==> src/rtl/ntt_addr_seq.sv <==
// Purpose : self-sequencing NTT/INTT butterfly address generator (VRF read/write + twiddle).
// Latency : first slot valid the cycle after an accepted start; one slot per cycle at full ready.
// Backpr. : valid/ready; the slot and every output hold while o_valid & !i_ready.
//
// Ports:
//   clk, rst_n               clock, asynchronous active-low reset
//   i_start/i_abort          launch (IDLE only) / return to IDLE, abort wins over everything
//   i_ntt_mode/i_logn/i_tf_item_id   transform config, latched on an accepted start
//   o_valid/i_ready          slot handshake
//   o_raddr/o_waddr/o_tfaddr shared VRF read/write and twiddle addresses (registered)
//   o_rw_vrf_swap/o_alu_inout_swap   hb[0] / lb[0] of the slot, 0 when no slot is valid
//   o_stage/o_last           current stage and final-slot flag
//   o_busy/o_done/o_err      not idle / one-cycle completion / one-cycle rejected start
//   o_total_cyc              slot count of the latched transform (S_CYC * logN)
module ntt_addr_seq #(
    parameter int NLANE          = 32,
    parameter int ADDR_WIDTH     = 32,
    parameter int TF_ADDR_WIDTH  = 32,
    parameter int TF_ITEM_NUM    = 3,
    parameter int LOGN_MIN       = 10,
    parameter int LOGN_MAX       = 16,
    localparam int TFID_W        = $clog2(TF_ITEM_NUM),
    localparam int STG_W         = $clog2(LOGN_MAX),
    localparam int SMAX          = LOGN_MAX - $clog2(NLANE),
    localparam int CNT_W         = $clog2(LOGN_MAX) + SMAX
) (
    input  logic                     clk,
    input  logic                     rst_n,
    input  logic                     i_start,
    input  logic                     i_abort,
    input  logic                     i_ntt_mode,
    input  logic [4:0]               i_logn,
    input  logic [TFID_W-1:0]        i_tf_item_id,
    output logic                     o_valid,
    input  logic                     i_ready,
    output logic [ADDR_WIDTH-1:0]    o_raddr,
    output logic [ADDR_WIDTH-1:0]    o_waddr,
    output logic [TF_ADDR_WIDTH-1:0] o_tfaddr,
    output logic                     o_rw_vrf_swap,
    output logic                     o_alu_inout_swap,
    output logic [STG_W-1:0]         o_stage,
    output logic                     o_last,
    output logic                     o_busy,
    output logic                     o_done,
    output logic                     o_err,
    output logic [CNT_W:0]           o_total_cyc
);

    localparam int LG_NL = $clog2(NLANE);
    localparam int H     = $clog2(NLANE / 2);

    typedef enum logic [1:0] {
        ST_IDLE = 2'd0,
        ST_RUN  = 2'd1,
        ST_DONE = 2'd2
    } state_t;

    state_t state_q, state_d;

    // latched configuration
    logic [4:0]               logn_q;
    logic                     mode_q;
    logic [TFID_W-1:0]        tfid_q;
    logic [CNT_W-1:0]         cnt_q;

    // registered slot
    logic [ADDR_WIDTH-1:0]    raddr_q, waddr_q;
    logic [TF_ADDR_WIDTH-1:0] tfaddr_q;
    logic                     rsw_q, asw_q, last_q, err_q;
    logic [STG_W-1:0]         stage_q;
    logic [CNT_W:0]           total_q;

    // control
    logic                     logn_legal, start_ok, accept, last_acc;
    logic [CNT_W-1:0]         cnt_d;

    // config seen by the slot generator: live inputs while idle so the first slot
    // can be registered in the same edge that latches the config
    logic [4:0]               logn_c, s_c;
    logic                     mode_c;
    logic [TFID_W-1:0]        tfid_c;

    // slot generator
    logic [CNT_W-1:0]         smask, lb, hb, rlb, rot_lb, rot_rlb, raddr_c, waddr_c;
    logic [TF_ADDR_WIDTH-1:0] t_c, kmask, base_b, tfaddr_c;
    logic [4:0]               k;
    logic                     last_c;
    logic [CNT_W:0]           total_d;

    assign logn_legal = (i_logn >= 5'(LOGN_MIN)) && (i_logn <= 5'(LOGN_MAX));
    assign start_ok   = (state_q == ST_IDLE) && i_start && !i_abort && logn_legal;
    assign accept     = (state_q == ST_RUN) && i_ready && !i_abort;
    assign last_acc   = accept && last_q;

    assign cnt_d  = start_ok ? '0 : (accept ? cnt_q + CNT_W'(1) : cnt_q);

    assign logn_c = (state_q == ST_IDLE) ? i_logn       : logn_q;
    assign mode_c = (state_q == ST_IDLE) ? i_ntt_mode   : mode_q;
    assign tfid_c = (state_q == ST_IDLE) ? i_tf_item_id : tfid_q;
    assign s_c    = logn_c - 5'(LG_NL);

    // Addresses for the slot that cnt_d selects.
    always_comb begin
        smask   = ~({CNT_W{1'b1}} << s_c);
        lb      = cnt_d & smask;
        hb      = cnt_d >> s_c;
        rlb     = smask - lb;
        // rotate right by one inside an S-bit field
        rot_lb  = (lb  >> 1) | ((lb  & CNT_W'(1)) << (s_c - 5'd1));
        rot_rlb = (rlb >> 1) | ((rlb & CNT_W'(1)) << (s_c - 5'd1));
        base_b  = TF_ADDR_WIDTH'(1) << (TF_ADDR_WIDTH - 1 - TFID_W);
        k       = '0;
        kmask   = '0;
        t_c     = '0;
        raddr_c = '0;
        waddr_c = '0;
        if (mode_c) begin
            raddr_c = rot_lb;
            waddr_c = lb;
            if (hb < CNT_W'(H)) begin
                t_c = TF_ADDR_WIDTH'(hb);
            end else begin
                k     = 5'(hb - CNT_W'(H));
                kmask = ~({TF_ADDR_WIDTH{1'b1}} << k);
                t_c   = (kmask + TF_ADDR_WIDTH'(1)) + (TF_ADDR_WIDTH'(lb) & kmask)
                        + TF_ADDR_WIDTH'(H - 1);
            end
        end else begin
            raddr_c = rlb;
            waddr_c = rot_rlb;
            if (hb >= CNT_W'(logn_c) - CNT_W'(H)) begin
                t_c = TF_ADDR_WIDTH'(CNT_W'(logn_c) - hb - CNT_W'(1)) + base_b;
            end else begin
                k     = 5'(CNT_W'(logn_c) - CNT_W'(1 + H) - hb);
                kmask = ~({TF_ADDR_WIDTH{1'b1}} << k);
                t_c   = (kmask + TF_ADDR_WIDTH'(1)) + (TF_ADDR_WIDTH'(rlb) & kmask)
                        + TF_ADDR_WIDTH'(H - 1) + base_b;
            end
        end
        tfaddr_c = (TF_ADDR_WIDTH'(tfid_c) << (TF_ADDR_WIDTH - TFID_W)) | t_c;
        last_c   = (hb == CNT_W'(logn_c) - CNT_W'(1)) && (lb == smask);
        total_d  = (CNT_W + 1)'(logn_c) << s_c;
    end

    // state register
    always_ff @(posedge clk or negedge rst_n) begin
        if (!rst_n) begin
            state_q <= ST_IDLE;
        end else begin
            state_q <= state_d;
        end
    end

    // next state
    always_comb begin
        state_d = state_q;
        if (i_abort) begin
            state_d = ST_IDLE;
        end else begin
            case (state_q)
                ST_IDLE: if (start_ok) state_d = ST_RUN;
                ST_RUN:  if (last_acc) state_d = ST_DONE;
                ST_DONE: state_d = ST_IDLE;
                default: state_d = ST_IDLE;
            endcase
        end
    end

    // state-decoded outputs
    always_comb begin
        o_valid = (state_q == ST_RUN);
        o_busy  = (state_q != ST_IDLE);
        o_done  = (state_q == ST_DONE);
    end

    // counter, config and slot registers
    always_ff @(posedge clk or negedge rst_n) begin
        if (!rst_n) begin
            cnt_q    <= '0;
            logn_q   <= '0;
            mode_q   <= 1'b0;
            tfid_q   <= '0;
            total_q  <= '0;
            raddr_q  <= '0;
            waddr_q  <= '0;
            tfaddr_q <= '0;
            rsw_q    <= 1'b0;
            asw_q    <= 1'b0;
            stage_q  <= '0;
            last_q   <= 1'b0;
            err_q    <= 1'b0;
        end else begin
            err_q <= (state_q == ST_IDLE) && i_start && !i_abort && !logn_legal;
            if (!i_abort) begin
                cnt_q <= cnt_d;
            end
            if (start_ok) begin
                logn_q  <= i_logn;
                mode_q  <= i_ntt_mode;
                tfid_q  <= i_tf_item_id;
                total_q <= total_d;
            end
            // addresses are held once no slot is valid; only the per-slot flags drop
            if (i_abort || last_acc) begin
                rsw_q  <= 1'b0;
                asw_q  <= 1'b0;
                last_q <= 1'b0;
            end else if (start_ok || accept) begin
                raddr_q  <= ADDR_WIDTH'(raddr_c);
                waddr_q  <= ADDR_WIDTH'(waddr_c);
                tfaddr_q <= tfaddr_c;
                rsw_q    <= hb[0];
                asw_q    <= lb[0];
                stage_q  <= STG_W'(hb);
                last_q   <= last_c;
            end
        end
    end

    assign o_raddr          = raddr_q;
    assign o_waddr          = waddr_q;
    assign o_tfaddr         = tfaddr_q;
    assign o_rw_vrf_swap    = rsw_q;
    assign o_alu_inout_swap = asw_q;
    assign o_stage          = stage_q;
    assign o_last           = last_q;
    assign o_err            = err_q;
    assign o_total_cyc      = total_q;

endmodule
==> config.mk <==
export PLATFORM = sky130hd
export DESIGN_NAME = ntt_addr_seq
export DESIGN_NICKNAME = d
export VERILOG_FILES = /design/src/rtl/ntt_addr_seq.sv
export SDC_FILE = /design/constraint.sdc
export NUM_CORES = 1
export LEC_CHECK = 0
export CAP_MARGIN = 0
export CORE_ASPECT_RATIO = 1.25
export CORE_MARGIN = 3
export CORE_UTILIZATION = 58
export CTS_BUF_LIST = sky130_fd_sc_hd__clkbuf_16
export DETAILED_ROUTE_END_ITERATION = 8
export PLACE_DENSITY = 0.8
export REMOVE_ABC_BUFFERS = 1
export SYNTH_ARGS = -nofsm -noshare
export SYNTH_HDL_FRONTEND = slang
export SYNTH_SLANG_ARGS = --single-unit
export TNS_END_PERCENT = 10
==> constraint.sdc <==
create_clock -name clk -period 11.7 [get_ports clk]
set_input_delay 2.925 -clock clk [delete_from_list [all_inputs] [get_ports clk]]
set_output_delay 2.925 -clock clk [all_outputs]
set_load 0.02 [all_outputs]
# [Word-level counts from Yosys, hierarchy flattened]
# Cells that the tools add are included.
[totals] regBits=111 latch_bits=0 ram_bits=0 rom_bits=0 input_bits=13 output_inout_bits=123 wordCells=98 mem_count=0
[op_classes] addsub=19 mul=0 div=0 order_cmp=4 eq_ne=6 n_shift=7 mux=20 bitwise=10 n_reduce_logical=18
[ops] cell="32-bit two-way mux" count=3
[ops] cell="32-bit by 1-bit adder with 32-bit output (second input constant)" count=2
[ops] cell="32-bit by 2-bit adder with 32-bit output (second input constant)" count=2
[ops] cell="32-bit adder" count=2
[ops] cell="15-bit by 32-bit AND with 32-bit output" count=2
[ops] cell="32-bit inverter" count=2
[ops] cell="32-bit by 5-bit left shift with 32-bit output (first input constant)" count=2
[ops] cell="15-bit two-way mux" count=4
[ops] cell="17-bit by 31-bit adder with 32-bit output (second input constant)" count=1
[ops] cell="32-bit by 30-bit adder with 32-bit output (second input constant)" count=1
[ops] cell="32-bit OR" count=1
[ops] cell="15-bit equality test" count=2
[ops] cell="14-bit by 15-bit OR with 15-bit output" count=2
[ops] cell="1-bit by 5-bit left shift with 15-bit output" count=2
[ops] cell="16-bit by 2-bit subtractor with 17-bit output (second input constant)" count=1
[ops] cell="5-bit by 5-bit left shift with 16-bit output" count=1
[ops] cell="5-bit by 15-bit subtractor with 16-bit output" count=1
[ops] cell="15-bit by 1-bit adder with 15-bit output (second input constant)" count=1
[ops] cell="15-bit AND" count=1
[ops] cell="15-bit greater-or-equal comparator" count=1
[ops] cell="15-bit by 3-bit < comparator with 1-bit output (second input constant)" count=1
[ops] cell="15-bit inverter" count=1
[ops] cell="15-bit by 5-bit left shift with 15-bit output (first input constant)" count=1
[ops] cell="15-bit by 5-bit right shift with 15-bit output" count=1
[ops] cell="23 further kinds" count=46

# [Longest topological paths before layout]
[depth] ltp_word=16 mapped_depth=41 mapped_depth_nobuf=34

# [Worst setup path before layout]
# No wires, ideal clock.
[synth_path] kind="input to register" start="input port i_logn[0]" end="register tfaddr_q[26], in the netlist o_tfaddr[26]" setup_ps=121 arrival_time_ps=10864 required_time_ps=11579 path_slack_ps=715 path_stages=38 n_path_buf=8 path_cell_list="nor3b_1 nor2_2 clkbuf_1 buf_2 buf_1 ha_1 inv_1 ha_1 clkbuf_1 clkinv_1 clkbuf_1 a22o_1 a211oi_1 clkbuf_1 ha_1 inv_1 ha_1 o21bai_1 [2 not listed] xnor2_1 nor2_1 clkbuf_1 a31oi_1 ha_1 a21o_1 a21oi_1 o21bai_1 a21oi_1 o21ai_0 a21oi_1 a21o_1 clkbuf_1 nor3_1 a21o_1 a22oi_1 o32ai_1 o22a_1"
[synth_via] elab_chain_len=15 word_cells_on_any_way=40 classes_between="add/sub (16); order compare (4); shift (4); mux (5); bitwise (7); reduce/logical (4)"
[synth_lines] item="start, declared" line_no="32" rtl="input logic [4:0] i_logn,"
[synth_lines] item="5-bit by 4-bit greater-or-equal comparator with 1-bit output / 5-bit <= comparator (equally long branches)" line_no="90" rtl="assign logn_legal = (i_logn >= 5'(LOGN_MIN)) && (i_logn <= 5'(LOGN_MAX));"
[synth_lines] item="1-bit logical AND" line_no="90"
[synth_lines] item="1-bit logical AND" line_no="91" rtl="assign start_ok = (state_q == ST_IDLE) && i_start && !i_abort && logn_legal;"
[synth_lines] item="15-bit two-way mux" line_no="95" rtl="assign cnt_d = start_ok ? '0 : (accept ? cnt_q + CNT_W'(1) : cnt_q);"
[synth_lines] item="15-bit by 5-bit right shift with 15-bit output" line_no="106" rtl="hb = cnt_d >> s_c;"
[synth_lines] item="5-bit subtractor" line_no="134" rtl="k = 5'(CNT_W'(logn_c) - CNT_W'(1 + H) - hb);"
[synth_lines] item="32-bit by 5-bit left shift with 32-bit output" line_no="135" rtl="kmask = ~({TF_ADDR_WIDTH{1'b1}} << k);"
[synth_lines] item="32-bit inverter" line_no="135"
[synth_lines] item="32-bit by 1-bit adder with 32-bit output / 15-bit by 32-bit AND with 32-bit output (equally long branches)" line_no="136" rtl="t_c = (kmask + TF_ADDR_WIDTH'(1)) + (TF_ADDR_WIDTH'(rlb) & kmask)"
[synth_lines] item="32-bit adder" line_no="136"
[synth_lines] item="32-bit by 2-bit adder with 32-bit output" line_no="137" rtl="+ TF_ADDR_WIDTH'(H - 1) + base_b;"
[synth_lines] item="32-bit by 30-bit adder with 32-bit output" line_no="137"
[synth_lines] item="32-bit two-way mux" line_no="131" rtl="if (hb >= CNT_W'(logn_c) - CNT_W'(H)) begin"
[synth_lines] item="32-bit two-way mux" line_no="117" rtl="if (mode_c) begin"
[synth_lines] item="32-bit OR" line_no="140" rtl="tfaddr_c = (TF_ADDR_WIDTH'(tfid_c) << (TF_ADDR_WIDTH - TFID_W)) | t_c;"
[synth_lines] item="end signal, assigned" line_no="211" rtl="tfaddr_q <= tfaddr_c;"
[synth_lines] item="end, declared" line_no="68" rtl="logic [TF_ADDR_WIDTH-1:0] tfaddr_q;"
# Parallel ways exist; a longest one is shown, timed or not.
# A chain may end at the register's enable or synchronous reset.

# [Worst setup path in the final report]
[layout_path] start="input port i_logn[2]" end="register tfaddr_q[28], in the netlist o_tfaddr[28]"
# The elaborated chain is that of the path after synthesis.

==> results.sh <==
export IMPL_status="finished clean"
export IMPL_worst_pin_slew_ns=1.217
export IMPL_crit_type="in2reg"
export IMPL_clockBufferDepth=2
export IMPL_synth_top_cell_by_area="dfrtp_1"
export IMPL_final_util=0.6779
export IMPL_cts_buffers_inserted=9
export IMPL_hold_buffers=0
export IMPL_fp_dieH_um=165.1
export IMPL_min_period_ns=10.90
export IMPL_antenna_found_initial=0
export IMPL_critPathCaptureType="flop"
export IMPL_slew_limit_headroom=0.1801
export IMPL_ys_warn_count=0
export IMPL_grtUsageTotal=0.3983
export IMPL_io_pins=136
export IMPL_setup_viol_count_final=0
export IMPL_max_freq_ghz=0.09175
export IMPL_clock_latency_ns=0.38
export IMPL_die_w_um=133.3
export IMPL_ys_ff_latch=111
export IMPL_initial_core_util=0.5966
export IMPL_coreArea_um2=19680
export IMPL_grt_pass1_vias=12110
export IMPL_htree_levels=3
export IMPL_grt_use_met1=0.4788
export IMPL_clkPwrFrac=0.140
export IMPL_grt_busiest_layer="met2"
export IMPL_p_switching_mw=1.170
export IMPL_gp_congestion=1.030
export IMPL_num_antenna_cells=0
export IMPL_internal_power_mw=1.216
export IMPL_cap_violations=0
export IMPL_ctsResizeCount=0
export IMPL_r2r_start="state_q[0]$_DFFE_PN0P_"
export IMPL_fin_hold_ws_ns=0.4819
export IMPL_synth_most_common_cell="nand2_1"
export IMPL_crit_top_cell="ha_1"
export IMPL_crit_required_ns=12.02
export IMPL_hp_class="reg2reg"
export IMPL_rsz0062_at_grt="no"
export IMPL_synth_edf_count=0
export IMPL_dr_pass1_iters=7
export IMPL_synthFlopType="dfrtp_1"
export IMPL_critPathMaxStageDelay_ns=0.55
export IMPL_die_area_um2=22000
export IMPL_grt_util_met3=0.06121
export IMPL_nets=1709
export IMPL_hold_violations=0
export IMPL_area_growth_pct=13.64
export IMPL_synth_top_cell_area_share=0.2365
export IMPL_first_iter_violations=1566
export IMPL_ys_seq_area_frac=0.2365
export IMPL_drc=0
export IMPL_postRouteWirelength_um=44940
export IMPL_slowest_stage="nor4_1"
export IMPL_synth_top_cells_by_count="nand2_1 (182), nor2_1 (181), dfrtp_1 (111)"
export IMPL_skew_ns=0.009998
export IMPL_drive_gt1_frac=0.07626
export IMPL_critPathLaunch="i_logn[2]"
export IMPL_grt_pass1_wl_um=68550
export IMPL_yosysUniqueCellTypes=104
export IMPL_num_vias=12900
export IMPL_combPwrFrac=0.634
export IMPL_clock_sinks=111
export IMPL_peakVddDrop_uv=159.8
export IMPL_final_period_utilization=0.9315
export IMPL_rows=57
export IMPL_netlist_area_um2=11740
export IMPL_min_from="o_total_cyc[6]$_DFFE_PN0P_"
export IMPL_portBuffers=101
export IMPL_crit_fanout=18
export IMPL_critPathLaunchType="primary input"
export IMPL_grt_max_degree=69
export IMPL_slew_viol_final=0
export IMPL_powerDensity_nw_per_um2=178.8
export IMPL_p_seq_frac=0.226
export IMPL_grt_use_met2=0.6629
export IMPL_cts_tree="built"
export IMPL_root_buffer="clkbuf_16"
export IMPL_sw_frac_of_total=0.4904
export IMPL_synth_avg_cell_area_um2=7.625
export IMPL_syn_inst=1540
export IMPL_routedWlPerCell_um=23.77
export IMPL_ant_nets=0
export IMPL_dp_hpwl_um=34930
export IMPL_async_flop_share=1.000
export IMPL_viasPerCell=6.822
export IMPL_cts_clk_slew_worst_paths_ns=0.09
export IMPL_grt_ovfl_total=0
export IMPL_synth_area_top_cells="dfrtp_1 (24%), ha_1 (7.5%), nand2_1 (5.8%), nor2_1 (5.8%), a21oi_1 (4.6%)"
export IMPL_post_cts_buffers=0
export IMPL_p_leak_nw=5.615
export IMPL_worstPathArrival_ns=11.22
-- placed cells by master (no fill, tap or decap), types with 14 or more instances in the layout --
cell type        count
o31ai_1             14
nand4_1             16
a211oi_1            15
mux2i_1             29
a31oi_1             29
nor2_1             181
conb_1              35
a21oi_1            107
clkdlybuf4s50_1    100
inv_1               38
a221oi_1            20
buf_4               58
a21o_1              14
ha_1                70
nor4_1              20
dfrtp_1            111
xor2_1              22
nand3_1             48
nor2b_1             20
nand2_1            182
nor3_1              46
xnor2_1             57
o21ai_0             96
-- logic make-up (layout without fill, tap and decap cells) --
family | after synthesis | in the layout | share of synthesized area
adders and majority gates | 75 | 75 | 0.08311
and+or+nand+nor | 604 | 604 | 0.2458
xor gates and xnor gates | 80 | 80 | 0.06031
buffers and inverters | 165 | 218 | 0.06745
muxes | 35 | 35 | 0.03133
other | 2 | 35 | 0.0006396
DFF | 111 | 111 | 0.2365
AOI/OAI and AO/OA | 468 | 468 | 0.2748
-- layout make-up --
| cell class | count | area [um2] |
|---|---|---|
| Tap cell | 265 | 331.6 |
| Clock buffer | 9 | 225.2 |
| Multi-Input combinational cell | 1297 | 8328 |
| Timing Repair Buffer | 158 | 1436 |
| Fill cell | 1736 | 6340 |
| Clock inverter | 7 | 80.08 |
| Sequential cell | 111 | 2778 |
| Inverter | 44 | 165.2 |
-- per-stage QoR --
stage	area (um2)	instances	setup TNS (ns)	worst slack, ns	power [mW]
after floorplan	11240	1452	-7.252	-0.8271	1.455
after global placement	13040	1875	0	0.7969	2.000
after detailed placement	13040	1875	0	0.5567	2.017
after CTS	13340	1891	0	0.9176	2.358
after global routing	13340	1891	0	0.1635	2.520
final	13340	1891	0	0.8010	2.387
-- layer usage --
layer	wire length (um)	part of all wire
met5	0	0
met4	3405	0.076
met2	20910	0.47
met1	16450	0.37
met3	4172	0.093
-- power groups by stage --
stage	Combinational (mW)	Sequential, mW	Clock (mW)
2_1_floorplan	0.807	0.648	0
3_3_place_gp	1.46	0.544	0
3_5_place_dp	1.47	0.545	0
4_1_cts	1.48	0.539	0.337
5_1_grt	1.62	0.550	0.349
6_report	1.51	0.540	0.334
-- worst max-delay path: cells and delay by family --
kind,cells,cell delay (ns)
adder cells (fa/ha/maj),3,0.73
AO/OA/AOI/OAI,12,3.03
XOR/XNOR,2,0.29
AND/OR/NAND/NOR,10,2.78
buffers and inverters,5,1.44
-- registers in the layout, summed over array words and instances, names as in the netlist, 2 cells and up --
name,cells
o_total_cyc,16
o_waddr,15
o_raddr,15
o_stage,4
o_tfaddr,32
logn_q,5
tfid_q,2
state_q,2
cnt_q,15
-- path summary, 6_finish.rpt --
check,endpoint,slack [ns],cells past startpoint
min in group asynchronous,state_q[0]$_DFFE_PN0P_,2.53,1
setup reg to reg,o_tfaddr[28]$_DFFE_PN0P_,3.18,32
hold reg to reg,o_total_cyc[6]$_DFFE_PN0P_,0.48,2
hold / removal,o_total_cyc[6]$_DFFE_PN0P_,0.48,2
setup / recovery,o_tfaddr[28]$_DFFE_PN0P_,0.80,32
max in group asynchronous,o_tfaddr[2]$_DFFE_PN0P_,7.83,2
Note: power is estimated with default switching activity, not from simulation.
